**src/rtl/alu_op_sequencer.sv**
```systemverilog
// Sequences load-A / load-B / execute on the 8-bit ALU port and returns the result.
// Define ALU_SEQ_CHECK_EN to build the internal reference model and rsp_mismatch.
module alu_op_sequencer #(
  parameter int unsigned SETTLE_CYCLES = 1,
  parameter int unsigned CNT_W         = 8
) (
  input  logic             clk,
  input  logic             rst_n,
  input  logic             cmd_valid,
  output logic             cmd_ready,
  input  logic [2:0]       cmd_op,
  input  logic [1:0]       cmd_fsel,
  input  logic [7:0]       cmd_a,
  input  logic [7:0]       cmd_b,
  output logic [7:0]       alu_ui_in,
  output logic [7:0]       alu_ctrl,
  input  logic [7:0]       alu_res_lo,
  input  logic [7:0]       alu_res_hi,
  output logic             rsp_valid,
  input  logic             rsp_ready,
  output logic [13:0]      rsp_result,
  output logic             rsp_flag,
  output logic             rsp_ovf,
  output logic             rsp_mismatch,
  output logic [CNT_W-1:0] ops_done
);

  localparam logic [1:0] S_IDLE  = 2'd0;
  localparam logic [1:0] S_LOADA = 2'd1;
  localparam logic [1:0] S_LOADB = 2'd2;
  localparam logic [1:0] S_EXEC  = 2'd3;
  localparam logic [1:0] S_RESP_UNUSED = 2'd0;

  localparam logic [3:0] SETTLE_M1 = 4'(SETTLE_CYCLES - 1);

  logic [1:0]       state_q, state_d;
  logic             resp_q, resp_d;
  logic [3:0]       cnt_q, cnt_d;
  logic [2:0]       op_q, op_d;
  logic [1:0]       fsel_q, fsel_d;
  logic [7:0]       a_q, a_d;
  logic [7:0]       b_q, b_d;
  logic [13:0]      res_q, res_d;
  logic             flag_q, flag_d;
  logic             ovf_q, ovf_d;
  logic             mis_q, mis_d;
  logic [CNT_W-1:0] ops_q, ops_d;
  logic             accept, capture, rsp_hs;
  logic             mis_now;

  // RESP is tracked by its own bit so the four load/exec states fit 2 bits
  assign cmd_ready = (state_q == S_IDLE) & ~resp_q & ~rst_n;
  assign accept    = cmd_valid & cmd_ready;
  assign capture   = (state_q == S_EXEC) & ~resp_q & (cnt_q == 4'd0);
  assign rsp_hs    = resp_q & rsp_ready;

  assign rsp_valid    = resp_q;
  assign rsp_result   = res_q;
  assign rsp_flag     = flag_q;
  assign rsp_ovf      = ovf_q;
  assign rsp_mismatch = mis_q;
  assign ops_done     = ops_q;

  always_comb begin
    alu_ui_in = b_q;
    alu_ctrl  = {2'b00, fsel_q, 1'b0, op_q};
    if (!resp_q && state_q == S_LOADA) begin
      alu_ui_in = a_q;
      alu_ctrl  = {2'b00, fsel_q, 1'b1, op_q};
    end
  end

`ifdef ALU_SEQ_CHECK_EN
  logic [13:0] exp_res;
  logic        exp_flag;
  logic [15:0] prod;

  assign prod = {8'h00, a_q} * {8'h00, b_q};

  always_comb begin
    exp_res = 14'd0;
    unique case (op_q)
      3'b000: exp_res = {6'd0, a_q} + {6'd0, b_q};
      3'b001: exp_res = {6'd0, a_q} - {6'd0, b_q};
      3'b010: exp_res = {7'd0, a_q[7:1]};
      3'b011: exp_res = {6'd0, a_q[6:0], 1'b0};
      3'b100: exp_res = {6'd0, a_q & b_q};
      3'b101: exp_res = {6'd0, a_q | b_q};
      3'b110: exp_res = {6'd0, a_q ^ b_q};
      3'b111: exp_res = prod[13:0];
    endcase
  end

  always_comb begin
    exp_flag = 1'b0;
    unique case (fsel_q)
      2'b00: exp_flag = a_q > b_q;
      2'b01: exp_flag = a_q == b_q;
      2'b10: exp_flag = a_q == 8'd0;
      2'b11: exp_flag = ~a_q[0];
    endcase
  end

  assign mis_now = ({alu_res_hi[5:0], alu_res_lo} != exp_res)
                 | (alu_res_hi[6] != exp_flag)
                 | (alu_res_hi[7] != (exp_res[13:8] != 6'd0));
`else
  assign mis_now = 1'b0;
`endif

  always_comb begin
    state_d = state_q;
    resp_d  = resp_q;
    cnt_d   = cnt_q;
    op_d    = op_q;
    fsel_d  = fsel_q;
    a_d     = a_q;
    b_d     = b_q;
    res_d   = res_q;
    flag_d  = flag_q;
    ovf_d   = ovf_q;
    mis_d   = mis_q;
    ops_d   = ops_q;
    if (resp_q) begin
      if (rsp_hs) begin
        resp_d  = 1'b0;
        state_d = S_IDLE;
        ops_d   = ops_q + 1'b1;
      end
    end else begin
      unique case (state_q)
        S_IDLE: begin
          if (accept) begin
            op_d    = cmd_op;
            fsel_d  = cmd_fsel;
            a_d     = cmd_a;
            b_d     = cmd_b;
            state_d = S_LOADA;
          end
        end
        S_LOADA: state_d = S_LOADB;
        S_LOADB: begin
          cnt_d   = SETTLE_M1;
          state_d = S_EXEC;
        end
        S_EXEC: begin
          if (capture) begin
            res_d   = {alu_res_hi[5:0], alu_res_lo};
            flag_d  = alu_res_hi[6];
            ovf_d   = alu_res_hi[7];
            mis_d   = mis_now;
            resp_d  = 1'b1;
            state_d = S_RESP_UNUSED;
          end else begin
            cnt_d = cnt_q - 4'd1;
          end
        end
        default: state_d = S_IDLE;
      endcase
    end
  end

  always_ff @(posedge clk or posedge rst_n) begin
    if (rst_n) begin
      state_q <= S_IDLE;
      resp_q  <= 1'b0;
      cnt_q   <= 4'd0;
      op_q    <= 3'd0;
      fsel_q  <= 2'd0;
      a_q     <= 8'd0;
      b_q     <= 8'd0;
      res_q   <= 14'd0;
      flag_q  <= 1'b0;
      ovf_q   <= 1'b0;
      mis_q   <= 1'b0;
      ops_q   <= '0;
    end else begin
      state_q <= state_d;
      resp_q  <= resp_d;
      cnt_q   <= cnt_d;
      op_q    <= op_d;
      fsel_q  <= fsel_d;
      a_q     <= a_d;
      b_q     <= b_d;
      res_q   <= res_d;
      flag_q  <= flag_d;
      ovf_q   <= ovf_d;
      mis_q   <= mis_d;
      ops_q   <= ops_d;
    end
  end

endmodule

```
**config.mk**
```make
export PLATFORM = sky130hd
export DESIGN_NAME = alu_op_sequencer
export DESIGN_NICKNAME = d
export VERILOG_FILES = /design/src/rtl/alu_op_sequencer.sv
export SDC_FILE = /design/constraint.sdc
export NUM_CORES = 1
export LEC_CHECK = 0
export CORE_MARGIN = 2
export CORE_UTILIZATION = 44
export DETAILED_ROUTE_END_ITERATION = 8
export PLACE_DENSITY = 0.79
export SLEW_MARGIN = 20
export SYNTH_ARGS = -nofsm -noshare
export SYNTH_HDL_FRONTEND = slang
export SYNTH_SLANG_ARGS = --single-unit
```
**constraint.sdc**
```tcl
create_clock -name clk -period 2.1 [get_ports clk]
set_input_delay 0.21 -clock clk [delete_from_list [all_inputs] [get_ports clk]]
set_output_delay 0.21 -clock clk [all_outputs]
set_load 0.03 [all_outputs]
```
### Yosys cells after proc, flatten, opt, wreduce, memory -nomap -nowiden

Cells that the tools add are included.

| word-level totals | value |
|---|---|
| register bits after elaboration | 52 |
| output and inout port bits | 43 |
| logic and storage cells | 51 |

| cells by class | value |
|---|---|
| add/sub/neg operators | 2 |
| equality and inequality tests | 7 |
| muxes and demuxes | 13 |
| bitwise logic cells | 8 |
| reduce and logical (&&, ||, !) cells | 10 |

Operators by type and width:

| cell | number |
|---|---|
| 3-bit AND reduction | 4 |
| 8-bit by 1-bit adder with 8-bit output, second input constant | 1 |
| 2-bit 2-to-1 mux | 4 |
| 4-bit 2-to-1 mux | 2 |
| 8-bit 2-to-1 mux | 1 |
| 2-bit one-hot mux with 4 select lines | 1 |
| 4-bit one-hot mux with 2 select lines | 1 |
| 1-bit bitwise AND | 6 |
| 3-bit != test, second input constant | 2 |
| 2-bit == test, second input constant | 2 |
| 4-bit zero test | 1 |
| 1-bit 2-to-1 mux | 4 |
| 4-bit by 1-bit subtractor with 4-bit output, second input constant | 1 |
| 2-bit by 1-bit == test with 1-bit output, second input constant | 1 |
| 2-bit zero test | 1 |
| 2-bit by 1-bit != test with 1-bit output, second input constant | 1 |
| 2-bit != test, second input constant | 1 |
| 1-bit NOT | 2 |
| 2-bit AND reduction | 1 |
| 2-bit nonzero test | 1 |
| 1-bit logical AND | 1 |
| 1-bit zero test | 1 |

### Logic depth before layout (Yosys ltp)

| logic depth | value |
|---|---|
| depth in word-level cells | 7 |
| gate-level depth with buffers | 6 |
| mapped depth without buffers | 6 |

### Worst setup path after synthesis

OpenSTA, ideal clock, no wires.

| timing | value |
|---|---|
| path type | input to register |
| start | in rst_n |
| end | reg a_q[0] |
| arrival time | 2.368 ns |
| data required time | 1.975 ns |
| setup slack | -0.393 ns |
| stages | 5 |
| buffers on the path | 1 |
| cell sequence | inv_1 -> nand2_1 -> nor2_1 -> buf_2 -> mux2_2 |

| on the way | value |
|---|---|
| word-level cells in the longest chain between the ends | 4 |

RTL lines:

| element | line | RTL |
|---|---|---|
| start: declaration | 8 | `input logic rst_n,` |
| 1-bit NOT | 52 | `assign cmd_ready = (state_q == S_IDLE) & ~resp_q & ~rst_n;` |
| 1-bit bitwise AND | 52 |  |
| 1-bit bitwise AND | 53 | `assign accept = cmd_valid & cmd_ready;` |
| 3-bit AND reduction (no line) | - |  |
| end signal: assignment | 170 | `a_q <= 8'd0;` |
| end signal: assignment | 183 | `a_q <= a_d;` |
| end: declaration | 41 | `logic [7:0] a_q, a_d;` |

Every way passes these cells.
A chain may end at the register's enable or synchronous reset.

### Worst setup path in the final report

| timing | value |
|---|---|
| start | reg state_q[1] |
| end | out alu_ui_in[3] |

| on the way | value |
|---|---|
| word-level cells in the longest chain between the ends | 3 |

RTL lines:

| element | line | RTL |
|---|---|---|
| start: declaration | 36 | `logic [1:0] state_q, state_d;` |
| start signal: assignment | 178 | `state_q <= state_d;` |
| 2-bit by 1-bit == test with 1-bit output | 67 | `if (!resp_q && state_q == S_LOADA) begin` |
| 1-bit logical AND | 67 |  |
| 8-bit 2-to-1 mux | 67 |  |
| end: declaration | 15 | `output logic [7:0] alu_ui_in,` |

Every way passes these cells.

==> reports/results.ini <==
[finish]
design_area_sq_um=3320
multi_input_area_sq_um=965
fillers=416
drive_gt1_frac=0.288
final_nets=304
area_delta_synth_final_pct=41.6
final_util=0.649
diodes=0
regArea_sq_um=1300

[clocking]
clkTransAtPathRegs_ns=0.09
cts_root_buf=clkbuf_8
post_cts_resized=25
hold_buffers=0
clockBufferDepth=2
cts_tree=yes
worstSkewPairLatency_ns=0.30
cts_sinks=52
cts_made_buffers=5
post_cts_buffers=0
htreeDepth=2

[drt]
drc=0
first_pass_iters=4
vias_per_cell=4.86
drtIter0Drc=71
ant_nets=0
vias=1589
wl_per_cell_um=14.0
routed_wl_um=4580

[timing]
period_share=0.977
max_freq_mhz=488
min_period_ns=2.05
maxSlewHeadroom=0.571
worst_pin_slew_ns=0.644
hold_viol_final=0
hold_ws_ns=0.486
skew_ns=0.0100
fin_ws_ns=0.0487
drv_slew=0
tns_ns=0
finalSetupViolations=0
rsz0062_at_grt=true

[synthesis]
synth.most_common_cell=dfrtp_1
synthArstFlopShare=1.00
yosysSeqAreaShare=0.556
synth_area_sq_um=2340
netlist_instances=172
synth_top_cell_by_area=dfrtp_1
synth_area_per_cell_sq_um=13.6
synthTopCellsByCount=dfrtp_1, mux2_2, nand2_1
synth_seq_cells=52
synth_flop_cell=dfrtp_1
synth_area_leaders=dfrtp_1, mux2_2, ha_1
synth.distinct_cells=32
synth.yosys.warnings=0
synth_edf_count=0
synth_top_area_share=0.556

[placed_design]
placed_area_sq_um=3220
portBuffers=80
place.gp.congestion=0.828
place_ws_ns=0.0595
hpwl_um=3310

[floorplanning]
fp-row-count=26
start_util=0.459
core_region_area_sq_um=5110
die-area_sq_um=5920
die_height_um=77.0
die_w_um=77.0
num_io_pins=84

[pwr]
p_per_area_nw_per_um2=1500
p_int_uw=3020
irDropWorstVdd_mv=0.899
clockPowerShare=0.118
p_comb_frac=0.548
switching_share=0.393
seqPwrFrac=0.334
switching_power_uw=1960
p_leak_uw=0.00142

[grt]
grt_pass1_wl_um=7990
track_usage=0.168
grt_max_degree=53
grt_pass1_vias=1689
antenna_found_initial=0
overflow=0

[worst_setup_path]
critPathSlowestCell=dfrtp_1
end_kind=output pin
cp-start-kind=flop
cp_top_family=buffers and inverters
cp.arrival_ns=1.84
startpoint=state_q[1]
cp.buffers_inverters=3
cp_cell_sequence=inv_1, ha_1, nor2b_1, buf_4, mux2_2, clkdlybuf4s15_2
max_stage_delay_ns=0.39
r2r_start=state_q[1]
path_class=flop to output pin
cp_max_fo=9
required_ns=1.89

[hold_path]
hold_start=ops_done[7]
holdCritPathClass=flop to flop

[run]
maxCapViolCount=0

[outcome]
status=completed

[power by group through the flow]
| stage | logic, uW | registers, uW | clock network, uW |
|---|---|---|---|
| after CTS | 2760 | 1670 | 604 |
| after global routing | 2900 | 1730 | 645 |
| after detailed placement | 2790 | 1690 | 0 |
| after global placement | 2750 | 1680 | 0 |
| final | 2730 | 1660 | 586 |
| after floorplan | 1260 | 2180 | 0 |
[stage by stage]
stage / power, uW / instances
detailed placement: 4480 / 320
global placement: 4430 / 320
floorplan: 3440 / 174
CTS: 5030 / 327
global route: 5280 / 327
finish: 4980 / 327
[cell usage in the layout, fill, tap and decap left out, types with 2 or more instances in the layout]
cell type | Yosys | final
xor2_1 | 2 | 2
nand3_1 | 4 | 4
conb_1 | 1 | 3
dfrtp_1 | 52 | 52
clkbuf_8 | 0 | 6
mux2_2 | 46 | 46
nand2b_1 | 2 | 2
o21ai_0 | 2 | 2
nor2_1 | 6 | 6
a22o_1 | 4 | 4
clkdlybuf4s15_2 | 0 | 8
nand2_1 | 9 | 9
nand4_1 | 2 | 2
inv_1 | 6 | 5
clkdlybuf4s50_1 | 0 | 70
buf_4 | 4 | 6
nor2b_1 | 3 | 3
xnor2_1 | 5 | 5
ha_1 | 6 | 6
[layer usage]
metal  routed length [um]  vias to the layer above  track usage
met1                 2150                      757        0.230
met5                    0                        -            0
met4                   48                        0       0.0491
li1                     -                      766            -
met2                 2080                       61        0.256
met3                  304                        5       0.0541
[sequential cells by signal, summed over array words and instances (netlist names)]
register and flops:
rsp_result 14, a_q 8, b_q 8, ops_done 8
cnt_q 4, op_q 3, fsel_q 2, state_q 2
rsp_flag 1, rsp_ovf 1, rsp_valid 1
[logic make-up (layout without fill, tap and decap cells)]
family,Yosys count,count (layout),synth area share
compound gates,12,12,0.0422
xor+xnor,7,7,0.0262
fa+ha+maj,6,6,0.0321
buf+inv,15,98,0.0358
flops,52,52,0.556
mux,47,47,0.228
other cells,1,3,0.00160
simple gates,32,32,0.0791
[final timing paths]
kind / cells after the start / slack [ns] / to
worst max-delay path: 6 / 0.05 / alu_ui_in[3]
worst min-delay path: 1 / 0.49 / ops_done[7]
worst max register to register: 5 / 0.34 / rsp_result[4]
worst min register to register: 1 / 0.49 / ops_done[7]
max in group asynchronous: 3 / 1.17 / cnt_q[0]
min in group asynchronous: 3 / 0.51 / a_q[4]
[final cells by class]
type | instances | area share
Tap cell | 70 | 0.0264
Inverter | 6 | 0.00792
Sequential cell | 52 | 0.392
Clock buffer | 6 | 0.0249
Timing Repair Buffer | 85 | 0.255
Clock inverter | 1 | 0.00264
Multi-Input combinational cell | 107 | 0.291
No activity file was read; power rests on OpenSTA's default activity.
==> variant 1, RTL diff (same flow settings) <==
The option `ALU_SEQ_CHECK_EN` is turned on by a define.
--- a/src/rtl/alu_op_sequencer.sv
+++ b/src/rtl/alu_op_sequencer.sv
@@ -1,5 +1,7 @@
 // Sequences load-A / load-B / execute on the 8-bit ALU port and returns the result.
 // Define ALU_SEQ_CHECK_EN to build the internal reference model and rsp_mismatch.
+`define ALU_SEQ_CHECK_EN
+
 module alu_op_sequencer #(
   parameter int unsigned SETTLE_CYCLES = 1,
   parameter int unsigned CNT_W         = 8
Check against the original RTL: not equivalent (a bounded check fails within 10 cycles, from zero or initial values and one cycle with rst_n high).
==> variant 1 against the unedited design <==
The flow now finishes with violations (setup timing); routed wire length increased to 4.0 times the old value; cell area increased to 2.5 times the old value; sequential cell count is 1 higher; via count rose to 3.8 times the old value; sequential share of layout area is 23 points lower; maximum frequency is 58% lower; cell count rose to 3.3 times the old value; critical endpoint is now rsp_mismatch; worst setup slack got worse by 2.8 ns; area after synthesis rose to 2.5 times the old value; critical path depth grew 12.
Power is left out: the tool's default activity adds up to more than one toggle a clock period on the data nets, which glitch-free logic cannot reach.
==> variant 1: results (changes against the unedited design) <==
* Final WL at 18,300 um (+300%)
* Failing checks: setup timing
* Clock-pin slew on the worst setup and hold paths at 0.07 ns (-0.02 ns)
* Filler instances at 1,104 (+170%)
* PortBufs at 81 (+1.3%)
* Nets at 1,052 (+250%)
* Average size of a mapped cell at 8.48 sq um (-38%)
* Synth top cells by count: inv_1, nand2_1, nor2_1
* Vias post-DR at 5,960 (+280%)
* Worst Slack Setup Final at -2.74 ns (-2.79 ns)
* Gpl congestion at 0.928 (+12%)
* Slew @ Worst Pin at 0.499 ns (-0.145 ns)
* Final Skew at 0.00457 ns (-0.00546 ns)
* HPWL Detailed at 14,700 um (+340%)
* Root buffer cell: clkbuf_16
* Setup violators final at 1 (+1)
* Status: finished, violations left
* Area contributors post-synth: dfrtp_1, fa_1, ha_1
* Largest net degree at the start of global routing at 35 (-34%)
* DRT iter0 DRCs at 497 (+600%)
* Final TNS setup at -2.74 ns (-2.74 ns)
* Crit path arrival time at 5.06 ns (+3.22 ns)
* Routed metal-1 wire length at 7820 um (+260%)
* Layout cells sized above 1 at 27.6% (-1.2 points)
* Met3 wire len at 902 um (+200%)
* GRT Overall Usage at 25.6% (+8.8 points)
==> variant 1: cell types whose count changed after synthesis, sizes merged, moves of 24 or more <==
| cell | delta |
|---|---|
| a21oi | +24 |
| fa | +37 |
| ha | +53 |
| inv | +80 |
| mux2 | -24 |
| nand2 | +68 |
| nor2 | +57 |
| o21ai | +51 |
==> variant 1: path summary, 6_finish.rpt <==
check / startpoint / to / cells after the start
worst min-delay path: rst_n / rsp_result[4] / 2
worst max register to register: b_q[3] / rsp_mismatch / 18
worst max-delay path: b_q[3] / rsp_mismatch / 18
min in group clk: cmd_b[4] / b_q[4] / 3
worst min register to register: ops_done[7] / ops_done[7] / 1
max in group asynchronous: rst_n / b_q[4] / 3
==> variant 1: repair_timing <==
item,CTS,global route
setup buffers,8,1
pin swaps,19,24
endpoints found under the setup margin,2,1
gates resized for setup,23,27
hold buffers,0,0
==> variant 1: area by class of cell <==
cell class	count	share of cell area (%)
multi-input cells	531	52.0
well taps	176	2.62
flip-flops and latches	53	15.9
clock buffers	6	1.53
repair buffers	234	23.4
inverters	90	4.05
clock inverters	2	0.462
==> variant 1: critical path, stage by stage (launching register included) <==
cell and delay [ns]:
dfrtp_1 0.40, buf_6 0.14, buf_6 0.12, nand2_2 0.05
fa_1 0.43, fa_1 0.54, fa_1 0.45, fa_1 0.54
inv_2 0.05, ha_4 0.30, nand2_2 0.06, or4_1 0.54
o31ai_2 0.09, o21ai_1 0.13, a31oi_4 0.21, a211oi_2 0.08
nor4b_4 0.14, a311o_1 0.32, a32oi_1 0.18
==> variant 1: metrics by stage <==
stage | cell area (sq um) | std cells
after floorplan | 6060 | 704
after global placement | 7990 | 1075
after detailed placement | 7990 | 1075
after CTS | 8300 | 1091
after global routing | 8400 | 1092
final | 8400 | 1092
==> variant 1: layer usage <==
metal / track usage, % / up-vias
li1: - / 2818
met1: 33.5 / 2917
met2: 44.2 / 192
met3: 2.17 / 33
met4: 9.30 / 0
met5: 0 / -
==> variant 1: cells by family (layout without fill, tap and decap cells) <==
kind of cell    after synthesis  in the layout  synth area share (%)
xor+xnor                     29             29                  4.26
mux                          37             37                  6.97
compound gates              138            138                  15.2
other cells                   1              2                0.0629
simple gates                229            229                  18.4
flops                        53             53                  22.2
fa+ha+maj                    96             96                  24.8
buf+inv                     120            332                  8.08
==> variant 2, RTL diff (config.mk and constraints unchanged) <==
Without the edit above. Reset style: synchronous (`rst_n`), changed in one clocked block.
--- a/src/rtl/alu_op_sequencer.sv
+++ b/src/rtl/alu_op_sequencer.sv
@@ -160,7 +160,7 @@
     end
   end
 
-  always_ff @(posedge clk or posedge rst_n) begin
+  always_ff @(posedge clk) begin
     if (rst_n) begin
       state_q <= S_IDLE;
       resp_q  <= 1'b0;
Formal check against the unedited RTL: differs if rst_n is asserted again (counterexample within 4 cycles, from zero or initial values and one cycle with rst_n high); with rst_n held inactive, the same outputs for 10 cycles.
==> variant 2 against the unedited design <==
Total power fell by 36%; sequential cell count did not move; cell area fell by 1.2%; sequential power fell by 26%; utilization fell by 0.78 points; area after synthesis fell by 0.64%; via count rose by 39%; routed wire length rose by 21%; register-to-register slack improved by 0.02 ns; worst setup slack improved by 0.049 ns; critical path type unchanged; critical endpoint unchanged.
==> variant 2: results (changes against the unedited design) <==
* Initial antenna violation count at 0 (unchanged)
* Post-CTS resize count at 20 (-20%)
* Final TNS setup at 0 ns (unchanged)
* Reg-to-reg slack, setup at 0.36 ns (+0.02 ns)
* Reg2reg path depth at 5 (unchanged)
* Layout cells sized above 1 at 11.9% (-17 points)
* Root buffer cell: clkbuf_8
* Status: complete, no violations
* First-pass GRT wire length at 9230 um (+15%)
* Ant. Diodes at 0 (unchanged)
* Min-delay src: cmd_op[0]
* RR Endpoint: cnt_q[3]
* CTS Buffer Depth at 2 (unchanged)
* Vias in the first global route at 2,075 (+23%)
* Worst skew pair latency at 0.31 ns
* GRT Overall Usage at 18.9% (+2.1 points)
* Largest net degree at the start of global routing at 43 (-19%)
* Gpl congestion at 0.798 (-3.7%)
* Setup bufs post-CTS at 0 (unchanged)
* Ys async rst share at 0% (-100 points)
* HPWL Detailed at 3940 um (+19%)
* Area contributors post-synth: dfxtp_1, o21ai_0, nand2b_1
* Reg-to-reg startpoint: state_q[1]
* Initial Utilization at 45.6% (-0.29 points)
* Final Skew at 0.0108 ns (+0.000784 ns)
* Sequential element share of the synthesized area at 44.7% (-11 points)
* CP Max Fanout at 9 (unchanged)
* Sw Share at 38.2% (-1.1 points)
* Crit path arrival time at 1.79 ns (-0.05 ns)
* Cell variety after synth at 34 (+6.3%)
* Final WL at 5520 um (+21%)
* Vias post-DR at 2,210 (+39%)
* Max reg flops at 14 (unchanged)
* Hold crit path type: in2reg
* Worst hold stages at 3 (+2)
* DR pass1 iterations at 4 (unchanged)
* Worst Hold End: op_q[0]
* PortBufs at 80 (unchanged)
* Filler instances at 472 (+13%)
* Synth top cells by count: dfxtp_1, o21ai_0, a21oi_1
* Nets at 400 (+32%)
* CTS H-tree depth at 2 (unchanged)
* Post-DP Area at 3210 sq um (-0.27%)
* VDD IR-drop max at 0.559 mV (-38%)
* Leakage Power at 0.00119 uW (-16%)
* Clock-pin slew on the worst setup and hold paths at 0.09 ns (about the same)
* Total CTS buffers at 5 (unchanged)
* Hold slack at 0.451 ns (-0.0352 ns)
* DRT iter0 DRCs at 63 (-11%)
* Yosys Warn Count at 0 (unchanged)
-- variant 2: cell types whose count changed after synthesis, moves of 14 or more --
cell | before | now
dfrtp_1 | 52 | 0
dfxtp_1 | 0 | 52
o21ai_0 | 2 | 43
mux2_2 | 46 | 8
a21oi_1 | 0 | 27
nand2b_1 | 2 | 25
nand2_1 | 9 | 26
nand3_1 | 4 | 20
clkbuf_1 | 0 | 14
-- variant 2: logic make-up (layout without fill, tap and decap cells) --
kind of cell | after synthesis | after routing | synth area share, %
other | 1 | 3 | 0.161
AOI/OAI and AO/OA | 79 | 79 | 18.5
buffers and inverters | 29 | 108 | 5.64
adders and majority gates | 6 | 6 | 3.23
muxes | 9 | 9 | 4.30
xor gates and xnor gates | 2 | 2 | 0.753
DFF | 52 | 52 | 44.7
and+or+nand+nor | 95 | 95 | 22.6
-- variant 2: layer usage --
layer  track usage [%]  part of all wire, %  vias to the layer above
li1                  -                    -                     1098
met5                 0                    0                        -
met2              33.1                   45                       74
met4              7.45                  1.3                        0
met3              5.88                  7.5                        7
met1              21.4                   46                     1031
-- variant 2: per-stage QoR --
| stage | setup WS, ns | std cells | power [uW] |
|---|---|---|---|
| final | 0.0974 | 424 | 3190 |
| after detailed placement | 0.0968 | 416 | 2650 |
| after global routing | 0.0107 | 424 | 3390 |
| after CTS | 0.000954 | 424 | 3230 |
| after global placement | 0.142 | 416 | 2620 |
| after floorplan | 0.271 | 275 | 2160 |
-- variant 2: layout make-up --
cell class	count	area (sq um)	area share, %
sequential	52	1040	31.8
multi-input combinational	194	1160	35.6
timing repair buffer	92	862	26.3
tap	70	87.6	2.67
inverter	8	30.0	0.917
clock buffer	8	90.1	2.75
-- variant 2: worst max path at each step --
stage          slack [ns]  startpoint           end  cells past startpoint
2_1_floorplan        0.27  state_q[1]  alu_ui_in[0]                      5
3_3_place_gp         0.14  state_q[0]  alu_ui_in[0]                      5
3_5_place_dp          0.1  state_q[0]  alu_ui_in[0]                      5
4_1_cts             0.001  state_q[0]  alu_ui_in[4]                      5
5_1_grt              0.01  state_q[1]  alu_ui_in[3]                      6
6_report              0.1  state_q[0]  alu_ui_in[3]                      5
-- variant 2: critical path, stage by stage, from the launching register on --
cell	delay (ns)
dfxtp_1	0.39
ha_1	0.17
nor2b_2	0.14
buf_6	0.16
mux2_2	0.34
clkdlybuf4s15_2	0.28
-- variant 2: power groups by stage --
stage	clock (uW)	combinational (uW)	sequential, uW
6_report	588	1370	1230
5_1_grt	642	1490	1260
4_1_cts	603	1390	1230
3_5_place_dp	0	1400	1250
3_3_place_gp	0	1370	1250
2_1_floorplan	0	824	1340
